--- src/rtl/mon_pkg.sv ---
// rtl/mon_pkg.sv - shared state encoding, default constants and saturating counters
package mon_pkg;

  typedef enum logic [2:0] {
    ST_IDLE    = 3'd0,
    ST_RUN     = 3'd1,
    ST_PASS    = 3'd2,
    ST_FAIL    = 3'd3,
    ST_TIMEOUT = 3'd4
  } mon_state_e;

  localparam logic [15:0] DEF_RESULT_ADDR    = 16'h0042;
  localparam logic [7:0]  DEF_EXPECT         = 8'hCF;
  localparam logic [15:0] DEF_TIMEOUT_CYCLES = 16'd64;
  localparam logic [3:0]  DEF_HALT_COUNT     = 4'd3;

  function automatic logic [15:0] sat_inc16(input logic [15:0] v);
    return (v == 16'hFFFF) ? v : v + 16'd1;
  endfunction

  function automatic logic [7:0] sat_inc8(input logic [7:0] v);
    return (v == 8'hFF) ? v : v + 8'd1;
  endfunction

endpackage

--- src/rtl/halt_detector.sv ---
// rtl/halt_detector.sv - flags a run of HALT_COUNT opcode fetches from one PC
// Combinational halt pulse fires in the fetch cycle that completes the run.
module halt_detector #(
  parameter logic [3:0] HALT_COUNT = 4'd3
) (
  input  logic        clk_i,
  input  logic        reset_i,
  input  logic        enable_i,
  input  logic        sync_i,
  input  logic [15:0] address_i,
  output logic        halt_o
);

  logic [15:0] pc_q, pc_d;
  logic        pc_valid_q, pc_valid_d;
  logic [3:0]  cnt_q, cnt_d;

  always_comb begin
    pc_d       = pc_q;
    pc_valid_d = pc_valid_q;
    cnt_d      = cnt_q;
    if (enable_i && sync_i) begin
      pc_d       = address_i;
      pc_valid_d = 1'b1;
      // first fetch after reset has no predecessor, so it starts a new run
      if (pc_valid_q && (address_i == pc_q)) begin
        cnt_d = (cnt_q == 4'hF) ? cnt_q : cnt_q + 4'd1;
      end else begin
        cnt_d = 4'd1;
      end
    end
  end

  assign halt_o = enable_i && sync_i && (cnt_d >= HALT_COUNT);

  always_ff @(posedge clk_i) begin
    if (reset_i) begin
      pc_q       <= 16'h0000;
      pc_valid_q <= 1'b0;
      cnt_q      <= 4'd0;
    end else begin
      pc_q       <= pc_d;
      pc_valid_q <= pc_valid_d;
      cnt_q      <= cnt_d;
    end
  end

endmodule

--- src/rtl/bus_result_monitor.sv ---
// rtl/bus_result_monitor.sv - snoops the CPU bus and grades a run as PASS/FAIL/TIMEOUT
// Optional halt-on-self-loop detection is enabled with `define MON_HALT_EN.
module bus_result_monitor
  import mon_pkg::*;
#(
  parameter logic [15:0] RESULT_ADDR    = DEF_RESULT_ADDR,
  parameter logic [7:0]  EXPECT         = DEF_EXPECT,
  parameter logic [15:0] TIMEOUT_CYCLES = DEF_TIMEOUT_CYCLES,
  parameter logic [3:0]  HALT_COUNT     = DEF_HALT_COUNT
) (
  input  logic        ph2,
  input  logic        reset,
  input  logic [15:0] address,
  input  logic [7:0]  data_out,
  input  logic        memwrite,
  input  logic        sync,
  output logic [2:0]  state,
  output logic        done,
  output logic        pass,
  output logic        fail,
  output logic [7:0]  result,
  output logic        result_valid,
  output logic [15:0] cycles,
  output logic [7:0]  wr_count
`ifdef MON_HALT_EN
  ,
  output logic        halted
`endif
);

  // A zero-length window would never end, so it is widened to one cycle.
  localparam logic [15:0] WINDOW  = (TIMEOUT_CYCLES == 16'd0) ? 16'd1 : TIMEOUT_CYCLES;
  localparam logic [15:0] END_CYC = WINDOW - 16'd1;

  mon_state_e  state_q, state_d;
  logic        done_q, done_d;
  logic        pass_q, pass_d;
  logic        fail_q, fail_d;
  logic [7:0]  result_q, result_d;
  logic        valid_q, valid_d;
  logic [15:0] cycles_q, cycles_d;
  logic [7:0]  wr_count_q, wr_count_d;
  logic        halted_q, halted_d;
  logic        halt_fire;
  logic        end_cond;
  logic        in_run;

  assign in_run = (state_q == ST_RUN);

`ifdef MON_HALT_EN
  halt_detector #(
    .HALT_COUNT(HALT_COUNT)
  ) u_halt (
    .clk_i    (ph2),
    .reset_i  (reset),
    .enable_i (in_run),
    .sync_i   (sync),
    .address_i(address),
    .halt_o   (halt_fire)
  );
  assign halted = halted_q;
`else
  logic unused_sync;
  assign unused_sync = sync;
  assign halt_fire   = 1'b0;
`endif

  always_comb begin
    state_d    = state_q;
    result_d   = result_q;
    valid_d    = valid_q;
    cycles_d   = cycles_q;
    wr_count_d = wr_count_q;
    halted_d   = halted_q;
    end_cond   = 1'b0;
    case (state_q)
      ST_IDLE: state_d = ST_RUN;
      ST_RUN: begin
        cycles_d = sat_inc16(cycles_q);
        if (memwrite) begin
          wr_count_d = sat_inc8(wr_count_q);
          if (address == RESULT_ADDR) begin
            result_d = data_out;
            valid_d  = 1'b1;
          end
        end
        end_cond = (cycles_q == END_CYC) || halt_fire;
        // grading looks at the next-state result so an end-cycle write counts
        if (end_cond) begin
          halted_d = halt_fire;
          if (!valid_d) begin
            state_d = ST_TIMEOUT;
          end else if (result_d == EXPECT) begin
            state_d = ST_PASS;
          end else begin
            state_d = ST_FAIL;
          end
        end
      end
      ST_PASS, ST_FAIL, ST_TIMEOUT: state_d = state_q;
      default: state_d = ST_IDLE;
    endcase
    done_d = (state_d == ST_PASS) || (state_d == ST_FAIL) || (state_d == ST_TIMEOUT);
    pass_d = (state_d == ST_PASS);
    fail_d = (state_d == ST_FAIL) || (state_d == ST_TIMEOUT);
  end

  always_ff @(posedge ph2) begin
    if (reset) begin
      state_q    <= ST_IDLE;
      done_q     <= 1'b0;
      pass_q     <= 1'b0;
      fail_q     <= 1'b0;
      result_q   <= 8'h00;
      valid_q    <= 1'b0;
      cycles_q   <= 16'h0000;
      wr_count_q <= 8'h00;
      halted_q   <= 1'b0;
    end else begin
      state_q    <= state_d;
      done_q     <= done_d;
      pass_q     <= pass_d;
      fail_q     <= fail_d;
      result_q   <= result_d;
      valid_q    <= valid_d;
      cycles_q   <= cycles_d;
      wr_count_q <= wr_count_d;
      halted_q   <= halted_d;
    end
  end

`ifndef MON_HALT_EN
  logic unused_halted;
  assign unused_halted = halted_q;
`endif

  assign state        = state_q;
  assign done         = done_q;
  assign pass         = pass_q;
  assign fail         = fail_q;
  assign result       = result_q;
  assign result_valid = valid_q;
  assign cycles       = cycles_q;
  assign wr_count     = wr_count_q;

endmodule

--- config.mk ---
export PLATFORM = sky130hd
export DESIGN_NAME = bus_result_monitor
export DESIGN_NICKNAME = d
export VERILOG_FILES = /design/src/rtl/mon_pkg.sv /design/src/rtl/halt_detector.sv /design/src/rtl/bus_result_monitor.sv
export SDC_FILE = /design/constraint.sdc
export NUM_CORES = 1
export LEC_CHECK = 0
export ABC_AREA = 1
export CAP_MARGIN = 20
export CORE_MARGIN = 2
export CORE_UTILIZATION = 35
export CTS_CLUSTER_DIAMETER = 100
export CTS_CLUSTER_SIZE = 12
export DETAILED_ROUTE_END_ITERATION = 7
export SETUP_SLACK_MARGIN = 0.05
export SLEW_MARGIN = 20
export SYNTH_ARGS = -nofsm -noshare
export SYNTH_HDL_FRONTEND = slang
export SYNTH_SLANG_ARGS = --single-unit
--- constraint.sdc ---
create_clock -name ph2 -period 2.75 [get_ports ph2]
set_input_delay 0.275 -clock ph2 [delete_from_list [all_inputs] [get_ports ph2]]
set_output_delay 0.275 -clock ph2 [all_outputs]
set_load 0.03 [all_outputs]
== Yosys cells after proc, flatten, opt, wreduce, memory -nomap -nowiden ==
Cells that the tools add are included.

* Register bits after elaboration: 39
* Bits of input ports: 28
* Output and inout port bits: 39

* Add/sub/neg operators: 2
* Eq/ne operators: 12
* Multiplexer cells: 10
* Bitwise operators: 2
* Reduce and logical (&&, ||, !) cells: 7

{| class="wikitable"
|+ Operators with widths
! cell !! number
|-
| two-way mux 8 bit || 3
|-
| adder 16 x 1 -> 16 bit, second input constant || 1
|-
| == test 16 bit, second input constant || 1
|-
| == test 16 x 6 -> 1 bit, second input constant || 1
|-
| == test 16 x 7 -> 1 bit, second input constant || 1
|-
| == test 8 bit, second input constant || 2
|-
| == test 3 x 2 -> 1 bit, second input constant || 4
|-
| one-hot mux 3 bit (3 select lines) || 1
|-
| adder 8 x 1 -> 8 bit, second input constant || 1
|-
| == test 3 bit, second input constant || 2
|-
| two-way mux 3 bit || 2
|-
| two-way mux 1 bit || 4
|-
| == test 3 x 1 -> 1 bit, second input constant || 1
|-
| zero test 3 bit || 1
|-
| logical OR 1 bit || 3
|-
| AND reduction 3 bit || 1
|-
| OR reduction 3 bit || 1
|-
| inverter 1 bit || 2
|-
| AND reduction 2 bit || 1
|}

== Logic depth before layout (Yosys ltp) ==
Gate-level depths: netlist of the first run.

* Depth in word-level cells: 12
* Gate-level depth with buffers: 11
* Mapped depth without buffers: 11

== Worst setup path before layout of the first run ==
Ideal clock, no wire load.

* Path kind: register to register
* Start point: reg cycles_q[0], in the netlist cycles[0]
* End point: reg cycles_q[10], in the netlist cycles[10]
* Setup time: 0.071 ns
* Arrival time: 1.759 ns
* Required time: 2.679 ns
* Path slack: 0.921 ns
* Stages on the path, launching flop included: 11
* Path buffers: 1
* Clock period less this slack: 1.829 ns
* Cell sequence: dfxtp_1 > ha_1 > nand3_2 > nor2_4 > inv_2 > nor2_2 > nand2_2 > nand2_2 > buf_6 > nand2_1 > a21oi_1

* Word-level cells in the longest chain between the ends: 3

{| class="wikitable"
|+ Ends and longest elaborated chain
! element !! RTL line !! source
|-
| start, declared || bus_result_monitor.sv:41 || <nowiki>logic [15:0] cycles_q, cycles_d;</nowiki>
|-
| start signal, assigned || bus_result_monitor.sv:126 || <nowiki>cycles_q <= cycles_d;</nowiki>
|-
| parallel branches: the longest is 3 deep, another holds adder 16 x 1 -> 16 bit || -- ||
|}

Several ways; the timed one is not identified.
A chain may end at the register's enable or synchronous reset.

== Final worst setup path of the first run ==
* Start point: reg cycles_q[0], in the netlist cycles[0]
* End point: reg cycles_q[6], in the netlist cycles[6]

Same word-level chain as after synthesis.

==> results.txt, run 1 <==
For the finished layout, the period the worst path requires is 1.963 ns. The via count of the first global-routing pass was 1932; the number of distinct library cell variants in the gate-level netlist after synthesis was 28. Initial antenna violation count: 0. The run gives 21 as the pin count of the biggest net entering global routing. The core region is 0.005608 sq mm. The post-synthesis compound-gate area fraction was 11.83%. Summing the areas of all fa, ha and maj instances in the mapped netlist gives 1.213% of the synthesized area. The share of total power dissipated in the clock network is 40.7%. Die area: 0.006525 sq mm. The tools report the relative slew slack as 54.09%.

The main combinational cell family by area after synthesis is simple AND/OR/NAND/NOR gates. The post-route cell area was 0.002887 sq mm; the combined area of all synthesized cells was 0.002063 sq mm. The tools report the top-level I/O count as 67.

From synthesis to final layout, the design area changed by 39.90%. After filler insertion, the fill cell instance count of the layout stands at 609. The number of nets in the synthesized netlist is 336.

The register share of total power was 49.9%; the global-route wire length before repair was 8411 um. Share of async-settable or async-resettable flops after synthesis: 0%. Setup repair after global routing left no endpoint under its margin. At the pin with the least slew margin, the transition time is 0.6887 ns. The placed wire-length estimate is 3912 um, and the internal power consumption is 0.0008901 W.

VDD sags by at most 0.0001868 V. Of the total synthesized cell area, the portion taken by AND, OR, NAND and NOR gates is 36.99%. The floorplan step set the die width to 80.78 um.

Hold repair after CTS inserted 0 buffers. The initialized floorplan defines 27 standard-cell rows. The clock passes through at most 2 buffers.

The analysis attributes to cell leakage a power of 1.088 nW. Final hold violation count: 0. The logs give 2 for the maximum level of the CTS H-tree and 5 for the total clock buffers created by CTS. The detailed router placed 2153 vias in this run. For this design, the sink count on the clock tree is 39. The power density relative to cell area was 401.5 mW/mm^2. STA classifies the critical path endpoint as a flip-flop. The flow ran to the end, and the final reports show no timing, DRC or antenna violations.

After clock tree synthesis, the clock-pin slew on the worst setup and hold paths is 0.08 ns. The run gives 0 as the final-report max-slew violation count. The kind of launch point of the worst setup path was a flip-flop. In this run the mean area of a mapped cell was 6.743 sq um. The warning count from the yosys run is 0, and the via density per instance is 4.838. The share of total power dissipated in combinational logic is 9.4%. Global routing used 16.52% of the available tracks. After detailed placement, the design holds a cell count of 438.

Max-cap violations in this run came to 0. In this run the cell area measured after placement is 0.002780 sq mm. The sequential cells in the finished layout cover a total of 780.7 sq um. The count of inserted antenna diode cells came out at 0. The tools report the total grt overflow as 0. The share of the cycle needed by the critical path after routing was 71.40%; the number of storage elements in the synthesis netlist was 39. Summing the sequential cell areas from Yosys gives 37.84% of the chip area.

The tools report the clock latency on the worst-skew pair as 0.29 ns. The total routed wirelength was 5248 um. In this run the post-CTS setup repair buffer count came out at 0. The worst setup path is of the flip-flop to flip-flop kind. After detailed routing, the average wire length per cell comes to 11.79 um. Maximum clock frequency: 509.3 MHz. The first routing iteration left 102 violations.

After the last flow step, the layout net total stands at 403. The worst min-delay path category is flip-flop to flip-flop. The number of non-filler instances in the completed layout came out at 445. The largest fanout of any net on the critical path is 16, and the setup violation total in the final timing report is 0.

On the final layout, the worst clock skew is 0.003261 ns. The tree is rooted in a clkbuf_8. Summing all multi-input logic gate instances after layout gives 0.001120 sq mm. Buffers placed on the I/O ports in this run total 65.

The share of layout cells above drive strength 1 was 6.166%; the xor and xnor area share after synthesis was 4.245%. The overall die height works out to 80.78 um. In this run, post-CTS repair resized a total of 0 instances.

In the synthesized netlist, mux cells make up 0% of the area. The switching power total is 0.0002689 W. In this run switching power makes up 23.20% of total power. The cell count after synthesis is 306.

TritonCTS built the clock tree. For this run, design rule violations remaining after detail routing come to 0. At the worst endpoint, the required time is 2.98 ns. The data arrival at the endpoint of the critical path came out at 2.19 ns. The run gives 0.8368 as the placer's final routability congestion estimate. The dominant register cell in the synthesized netlist was dfxtp_1. For this run, the detailed router's first-pass iteration total came to 4.

The initial utilization of the core area, before any placement, comes to 36.79%. Adding up every negative setup slack in the final design gives 0 ns. The number of enable flip-flop cells after synthesis came out at 0. Once detail routing completed, the nets flagged for antenna violations numbered 0.
-- metal layers --
metal	track usage, %	wire [um]	up-vias	part of all wire, %
li1	-	-	1128	-
met1	19.49	2411	966	46
met2	29.08	2538	52	48
met3	4.333	245	7	4.7
met4	5.593	53	0	1.0
met5	0	0	-	0
-- cell families (layout without fill, tap and decap cells) --
group | count (synthesis) | in the layout
XOR/XNOR | 10 | 10
AO/OA/AOI/OAI | 48 | 48
adder cells (fa/ha/maj) | 2 | 2
buffers and inverters | 41 | 108
flip-flops | 39 | 39
AND/OR/NAND/NOR | 166 | 166
-- state kept, by name, summed over array words and instances (netlist names) --
register / flops
result_valid: 1
done: 1
result: 8
state: 3
wr_count: 8
fail: 1
cycles: 16
pass: 1
-- path summary, 6_finish.rpt --
kind / slack (ns) / depth (start not counted) / endpoint / startpoint
setup / recovery: 0.79 / 8 / cycles[6] / cycles[0]
hold / removal: 0.50 / 1 / wr_count[3] / wr_count[3]
setup reg to reg: 0.79 / 8 / cycles[6] / cycles[0]
hold reg to reg: 0.50 / 1 / wr_count[3] / wr_count[3]
-- synthesized netlist by cell type, types with 2 or more instances --
master	number	area [sq um]
a21oi_1	29	145.1
clkbuf_1	4	15.01
dfxtp_1	39	780.8
ha_1	2	25.02
inv_1	31	116.4
inv_2	4	15.01
nand2_1	63	236.5
nand2_2	3	18.77
nand3_1	14	70.07
nand3b_1	2	15.01
nand4_1	6	37.54
nor2_1	48	180.2
nor2_2	2	12.51
nor3_1	18	90.09
nor4_1	3	18.77
o21ai_0	18	90.09
xnor2_1	4	35.03
xor2_1	6	52.55
-- worst max-delay path: stages, from the launching register on --
cell and delay, ns:
dfxtp_1 0.38, ha_1 0.28, nand3_2 0.15, nor2_4 0.07, inv_2 0.07, nor2_2 0.05
a21oi_2 0.54, o21ai_0 0.20, a21oi_1 0.16
-- power by group through the flow --
stage | Clock (W) | Sequential (W) | Combinational [W]
after global placement | 0 | 0.000591 | 0.000110
after CTS | 0.000487 | 0.000578 | 0.000111
after floorplan | 0 | 0.000601 | 0.0000401
after global routing | 0.000513 | 0.000579 | 0.000120
after detailed placement | 0 | 0.000591 | 0.000110
final | 0.000472 | 0.000578 | 0.000110
-- cell type report --
class,count,share of cell area (%)
Timing Repair Buffer,66,22.80
Clock buffer,5,2.384
Clock inverter,2,1.300
Tap cell,72,3.121
Inverter,35,4.551
Sequential cell,39,27.05
Multi-Input combinational cell,226,38.79
-- metrics by stage --
step | setup slack, ns | hold slack, ns | utilization (%) | total power, W
after global routing | 0.6057 | 0.5230 | 51.47 | 0.001212
after CTS | 0.7756 | 0.5015 | 51.47 | 0.001175
after global placement | 0.6932 | 0.4730 | 49.58 | 0.0007004
after floorplan | 0.9206 | 0.4171 | - | 0.0006413
final | 0.7866 | 0.4974 | 51.47 | 0.001159
after detailed placement | 0.6978 | 0.4833 | 49.58 | 0.0007012
-- layout by cell type, fill, tap and decap left out --
cell             count
or2_0                1
nor4_2               1
nand3_1             14
clkbuf_8             5
nand4_1              6
xor2_1               6
buf_4                1
nor4_1               3
dfxtp_1             39
nand3b_1             2
inv_1               31
clkdlybuf4s50_1     65
ha_1                 2
nand2_1             63
a21oi_2              1
xnor2_1              4
nor2_1              48
nor3_1              18
clkinvlp_4           1
bufinv_16            1
and2_0               1
inv_2                4
nor2_2               2
a21oi_1             29
nor2_4               1
nand3_2              1
o21ai_0             18
nor3_4               1
nor4_4               1
nand2_2              3
Power figures use the tool's default switching activity.
==> run 2: changes to the inputs <==
--- a/config.mk
+++ b/config.mk
@@ -12,6 +12,7 @@
 export CTS_CLUSTER_DIAMETER = 100
 export CTS_CLUSTER_SIZE = 12
 export DETAILED_ROUTE_END_ITERATION = 7
+export PLACE_DENSITY = 0.66
 export SETUP_SLACK_MARGIN = 0.05
 export SLEW_MARGIN = 20
 export SYNTH_ARGS = -nofsm -noshare
==> constraint.sdc (replaced) <==
create_clock -name ph2 -period 1.6 [get_ports ph2]
set_input_delay 0.16 -clock ph2 [delete_from_list [all_inputs] [get_ports ph2]]
set_output_delay 0.16 -clock ph2 [all_outputs]
set_load 0.03 [all_outputs]
==> results.txt, run 2 (synthesized netlist as in run 1, its figures left out) <==
The run finished with clean final reports. The slowest stage of the critical path belongs to the cell clkdlybuf4s50_1. Along the worst path, the maximum fanout reaches 6.

The logs give 64.17% for the relative slew slack and 0 for the final hold violation count. The share of the cycle needed by the critical path after routing was 96.15%. The run gives 36.79% as the starting density of the core. Setup repair after global routing could not meet its margin everywhere.

The startpoint identified for the worst hold timing path is data_out[0]. In this run switching power makes up 24.13% of total power. Critical setup path kind: flip-flop to output pin. The share of layout cells above drive strength 1 is 19.60%, and the total clock buffers created by CTS is 5.

For the clock sink count, the log shows 39. The dominant delay contributor by cell family on the critical path was buffers and inverters. Per report_power, the clock group accounts for 40.7% of the total. The floorplan has 27 rows. After floorplanning, the core was sized to cover 0.005608 sq mm. For the endpoint required time on the critical path, the log shows 1.44 ns. The worst path buffer plus inverter count was 1. Across every metal layer, demand over resource in global routing totals 17.97%. Across the VDD grid, the largest voltage drop is 0.0005393 V. The initial antenna violation count is 0, and the total power is 0.002064 W. The number of cells on the worst reg-to-reg path is 10. The logs give 9315 um for the global-route wire length before repair and 2 for the maximum level of the CTS H-tree. The fill cell total of the finished layout was 542; the count of inserted antenna diode cells was 0. The register with the most flip-flops in the layout has 16 of them. The clock reaches the later pin of the worst-skew pair after 0.30 ns. For this run, the top clock speed supported by timing is 650.0 MHz. The highest cell delay on the worst timing path works out to 0.69 ns. After routing the design area is 0.003252 sq mm. The path class of the tightest hold or removal check is input port to flip-flop. The tree is rooted in a clkbuf_8. The worst setup path is launched from a flip-flop. Setup violations remaining at the end of the flow were counted as 0. After clock tree synthesis, the clock-pin slew on the worst setup and hold paths is 0.08 ns. For this design the ratio of total power to cell area is 634.8 mW/mm^2.

The internal power of the cells totals 0.001566 W. From synthesis to final layout, the design area changed by 57.61%. The logs give 0 for the final-report max-slew violation count and 5778 um for the total routed wirelength. The placed wire-length estimate was 4119 um. The pin count of the biggest net entering global routing is 21.

In the routed layout, each cell is associated on average with a via count of 4.804. The top-level I/O count is 67. The detailed router placed 2282 vias in this run. The die covers 0.006525 sq mm. The number of buffers inserted by hold repair at cts is 0.

Placer's final routability congestion estimate: 0.8858. The top cell types in the final layout, fill and taps aside, are 60 x nand2_1, 45 x nor2_1, 42 x clkdlybuf4s50_1. Overall die height: 80.78 um. STA classifies the critical path endpoint as an output pin. The worst hold path passes through 3 cells. The worst path meets setup with 0.06158 ns of slack.

The worst register-to-register path ends at cycles[2]. For the final database, setup skew stands at 0.007540 ns. The cell leakage power was 1.484 nW; the logic depth of the worst path, buffers included was 1. For the cell area reported after detailed placement, the log shows 0.002983 sq mm. The total overflow left after global routing is 0.

The register share of total power is 48.0%, and the number of port buffers is 65. Setup slack on the worst reg-to-reg path comes out at 0.10 ns. For the part of the power in combinational logic, the log shows 11.3%. Walking the worst path, the cells encountered are clkdlybuf4s50_1.

The run gives 4 as the number of search-and-repair iterations in the first detailed-routing pass. The tools report the post-route setup TNS as 0 ns. For this run, design rule violations remaining after detail routing come to 0.

After detailed placement, the design holds a cell count of 460. Before CTS, the worst setup slack after placement is -0.2886 ns. The time the worst path needs with I/O delays and setup came out at 1.538 ns. The startpoint identified for the worst register-to-register timing path is cycles[1]. The run gives 1.38 ns as the data arrival at the endpoint of the critical path. In this run the remaining antenna-violating nets after routing total 0. The library cell used most frequently in the layout, excluding fill and tap cells, is nand2_1. The hold path endpoint was result[0]. The clock passes through at most 2 buffers.

At the end of the flow, the number of nets in the layout was 432. In this run the power spent charging and discharging nets is 0.0004982 W. TritonCTS built the clock tree. After the flow finishes, the layout carries non-filler instances totaling 475. Wire length per cell: 12.16 um.

Max-cap violations in this run came to 0. The x dimension of the die was 80.78 um; the starting DRC count in detailed routing was 124. For the pin with the worst max-slew slack, the measured transition is 0.5368 ns. The via count of the first global-routing pass came out at 2085.
run 2: cell count changes in the layout (fill, tap and decap cells not counted), moves of 3 or more:
cell             previous run  this run
nand3_1                    14        11
nor2_4                      1         4
dfxtp_2                     0        12
clkdlybuf4s50_1            65        42
dfxtp_1                    39        25
nand2_1                    63        60
dlymetal6s2s_1              0         7
nor2_1                     48        45
o21ai_1                     0         3
o21ai_0                    18        15
dlygate4sd2_1               0        16
buf_4                       1        27
run 2: how the worst max path moves through the flow:
| stage | slack [ns] | to | startpoint |
|---|---|---|---|
| floorplan | 0.06 | cycles[10] | cycles[0] |
| global route | -0.009 | cycles[12] | cycles[9] |
| finish | 0.06 | cycles[2] | cycles[2] |
| CTS | 0.05 | cycles[6] | cycles[6] |
| detailed placement | -0.29 | result[3] | memwrite |
| global placement | -0.18 | result[5] | memwrite |
run 2: area by class of cell:
class                   instances  area [sq um]  share of cell area, %
clock inverters                 3         43.79                  1.347
inverters                      35         131.4                  4.040
multi-input cells             228          1244                  38.25
flip-flops and latches         39         803.3                  24.70
clock buffers                   5         68.82                  2.116
repair buffers                 93         870.8                  26.78
well taps                      72         90.09                  2.770
run 2: power groups by stage:
stage               Combinational, W  Clock (W)  Sequential (W)
floorplan                  0.0000703          0         0.00104
global placement            0.000216          0         0.00101
detailed placement          0.000217          0         0.00101
CTS                         0.000216   0.000848        0.000990
global route                0.000259   0.000887        0.000991
finish                      0.000234   0.000840        0.000990
run 2: worst min-delay path, delay by kind of cell:
kind	cells	cell delay, ns
AO/OA/AOI/OAI	1	0.05
buffers and inverters	2	0.47
run 2: per-stage QoR:
stage	hold WS, ns	util (%)
floorplan	0.3021	-
global placement	0.4721	53.19
detailed placement	0.4833	53.19
CTS	0.4335	55.15
global route	0.4666	57.99
finish	0.4270	57.99
run 2: what timing repair did:
item,in CTS,in global routing
pin swaps,0,12
setup buffers,0,5
setup endpoints to repair,36,42
gates resized for setup,19,28
gates cloned,0,2
run 2: metal layers:
layer / part of all wire (%) / vias up / global-route usage (%) / wire (um)
li1: - / 1189 / - / -
met1: 46 / 1033 / 23.46 / 2641
met2: 48 / 54 / 30.00 / 2790
met3: 4.9 / 6 / 4.222 / 286
met4: 1.0 / 0 / 4.576 / 59
met5: 0 / - / 0 / 0
==> run 3: changes to the inputs <==
==> constraint.sdc (replaced) <==
create_clock -name ph2 -period 1.6 [get_ports ph2]
set_input_delay 0.16 -clock ph2 [delete_from_list [all_inputs] [get_ports ph2]]
set_output_delay 0.16 -clock ph2 [all_outputs]
set_load 0.02 [all_outputs]
==> results.txt, run 3 (synthesized netlist as in run 1, its figures left out) <==
The run finished with clean final reports. The logs give 0 for the initial antenna violation count and 0 for the setup violation total in the final timing report. Capturing element type of the critical path: a flip-flop. The final-report max-slew violation count is 0, and the largest fanout of any net on the critical path is 8. IR analysis of the VDD net gives a maximum drop of 0.0003048 V. The total routed wirelength came out at 6033 um. The clock latency on the worst-skew pair was 0.29 ns.

The start of the worst register-to-register path is cycles[1]. The via density per instance works out to 4.887. TritonCTS built the clock tree. Most common library cell in the layout ignoring fill and taps: nand2_1. For the pin with the worst max-slew slack, the measured transition is 0.5848 ns. In this run, the number of DRC markers left after iteration 0 of detailed routing was 117. The cell sitting at the root of the clock tree is a clkbuf_8.

The residual DRC count is 0, and the via count of the first global-routing pass is 2149. The tools report the clock sink count as 39. The total power was 0.001936 W; the time the worst path needs with I/O delays and setup was 1.505 ns.

Number of search-and-repair iterations in the first detailed-routing pass: 4. Overall die height: 80.78 um. The number of cells on the worst reg-to-reg path is 10.

The first global-routing pass estimated 9308 um of wire. Critical setup path kind: flip-flop to flip-flop. The finished layout holds 478 standard cells, fillers aside. The area growth from synthesis to final layout was 63.31%.

The clock transition time at the flip-flop clock pins of the worst setup and hold paths is 0.08 ns, and the placer's final routability congestion estimate is 0.8576. The hold path startpoint was data_out[7]. The logs give 5 for the total clock buffers created by CTS and 1.73 ns for the data arrival at the endpoint of the critical path.

Worst hold path stage count: 3. After legalization and detailed placement, the total HPWL measured 4243 um. During placement, the flow inserted port buffers numbering 65. The share of the cycle needed by the critical path after routing is 94.07%. The pin count of the biggest net entering global routing came out at 21.

The analysis attributes to cell leakage a power of 1.504 nW. Once placement completed, the tool counted placed cells totaling 462. For the maximum level of the CTS H-tree, the log shows 2. Global routing used 18.03% of the available tracks. The worst min-delay path category is input port to flip-flop.

Setup repair after global routing could not meet its margin everywhere. The die covers 0.006525 sq mm. STA classifies the critical path startpoint as a flip-flop.

The antenna violation net count after detailed routing is 0, and the x dimension of the die is 80.78 um. The worst register-to-register path ends at cycles[2]. The post-route netlist has 23.40% of its cells at a drive strength greater than 1. The register with the most flip-flops in the layout has 16 of them.

Dividing the detail-routed wire length by the instance count gives 12.62 um. The hold path endpoint is result[7]. In this run the deepest clock path goes through 2 buffers.

The area inside the core boundary came out at 0.005608 sq mm. Clock skew on the completed layout was measured at 0.003086 ns. The final hold violation count came out at 0.

For this run the aggregate overflow at the end of global routing stands at 0. Across the run, the number of max-cap violations was 0. The detailed router placed 2336 vias in this run.

The worst register-to-register path has a setup slack of 0.09 ns. The run gives 1.82 ns as the endpoint required time on the critical path. The power density relative to cell area came out at 574.5 mW/mm^2. For this configuration, the core starts out at a cell density of 36.79%.

The count of inserted antenna diode cells is 0, and the fill cell total of the finished layout is 556. After floorplanning, the core was divided into 27 placement rows. Leaving out fill and tap cells, the most frequent cells in the layout are 54 x nand2_1, 47 x clkdlybuf4s50_1, 42 x nor2_1. For this run, the post-layout net count is 435. 67 I/O pins were placed.

Static timing analysis puts the maximum clock frequency at 664.4 MHz. At the end of the flow the core is filled with cells to 60.08%. The number of buffers inserted by hold repair at cts was 0. The relative slew slack was 60.97%.
run 3: area by class of cell:
| type | count | area [sq um] | share of cell area [%] |
|---|---|---|---|
| sequential | 39 | 794.5 | 23.58 |
| inverter | 35 | 131.4 | 3.899 |
| timing repair buffer | 96 | 917.1 | 27.22 |
| clock inverter | 1 | 5.005 | 0.1485 |
| tap | 72 | 90.09 | 2.674 |
| multi-input combinational | 228 | 1345 | 39.92 |
| clock buffer | 7 | 86.33 | 2.562 |
run 3: through the flow:
step / worst slack, ns / cell area (sq um) / setup TNS [ns] / hold slack [ns]
4_1_cts: 0.05651 / 3068 / 0 / 0.4343
3_3_place_gp: -0.1868 / 2978 / -2.566 / 0.4763
2_1_floorplan: 0.05890 / 2081 / 0 / 0.3021
3_5_place_dp: -0.2576 / 2978 / -3.684 / 0.4789
6_report: 0.09481 / 3369 / 0 / 0.4316
5_1_grt: -0.03231 / 3369 / -0.04039 / 0.4423
run 3: worst max-delay path by stage:
stage | from | end | cells after the start
final | cycles[1] | cycles[2] | 10
after global routing | cycles[6] | fail | 11
after CTS | cycles[0] | cycles[6] | 8
after detailed placement | memwrite | result[7] | 8
after global placement | memwrite | result[0] | 8
after floorplan | cycles[1] | cycles[1] | 9
run 3: layer usage:
layer  share of wire [%]  global-route usage (%)
met5                   0                       0
met4                0.85                   4.576
met3                 5.5                   5.556
met2                  51                   31.42
met1                  43                   21.63
run 3: worst max-delay path, stage by stage, from the launching register on:
cell	delay, ns
dfxtp_2	0.35
ha_4	0.15
nand3_4	0.09
nor2_4	0.16
inv_2	0.07
nor2_4	0.16
a21oi_4	0.10
buf_12	0.15
nand3_2	0.06
nand2_2	0.05
a21oi_2	0.11
run 3: repair_timing:
item                       CTS  global route
pin swaps                    0            22
setup buffers                0             5
resized for setup           13            60
setup endpoints to repair   26            44
cloned                       0             3
run 3: report_power, final:
part / internal (W) / switching, W
Clock: 0.000348 / 0.000351
Sequential: 0.000979 / 0.0000100
Combinational: 0.000129 / 0.000119
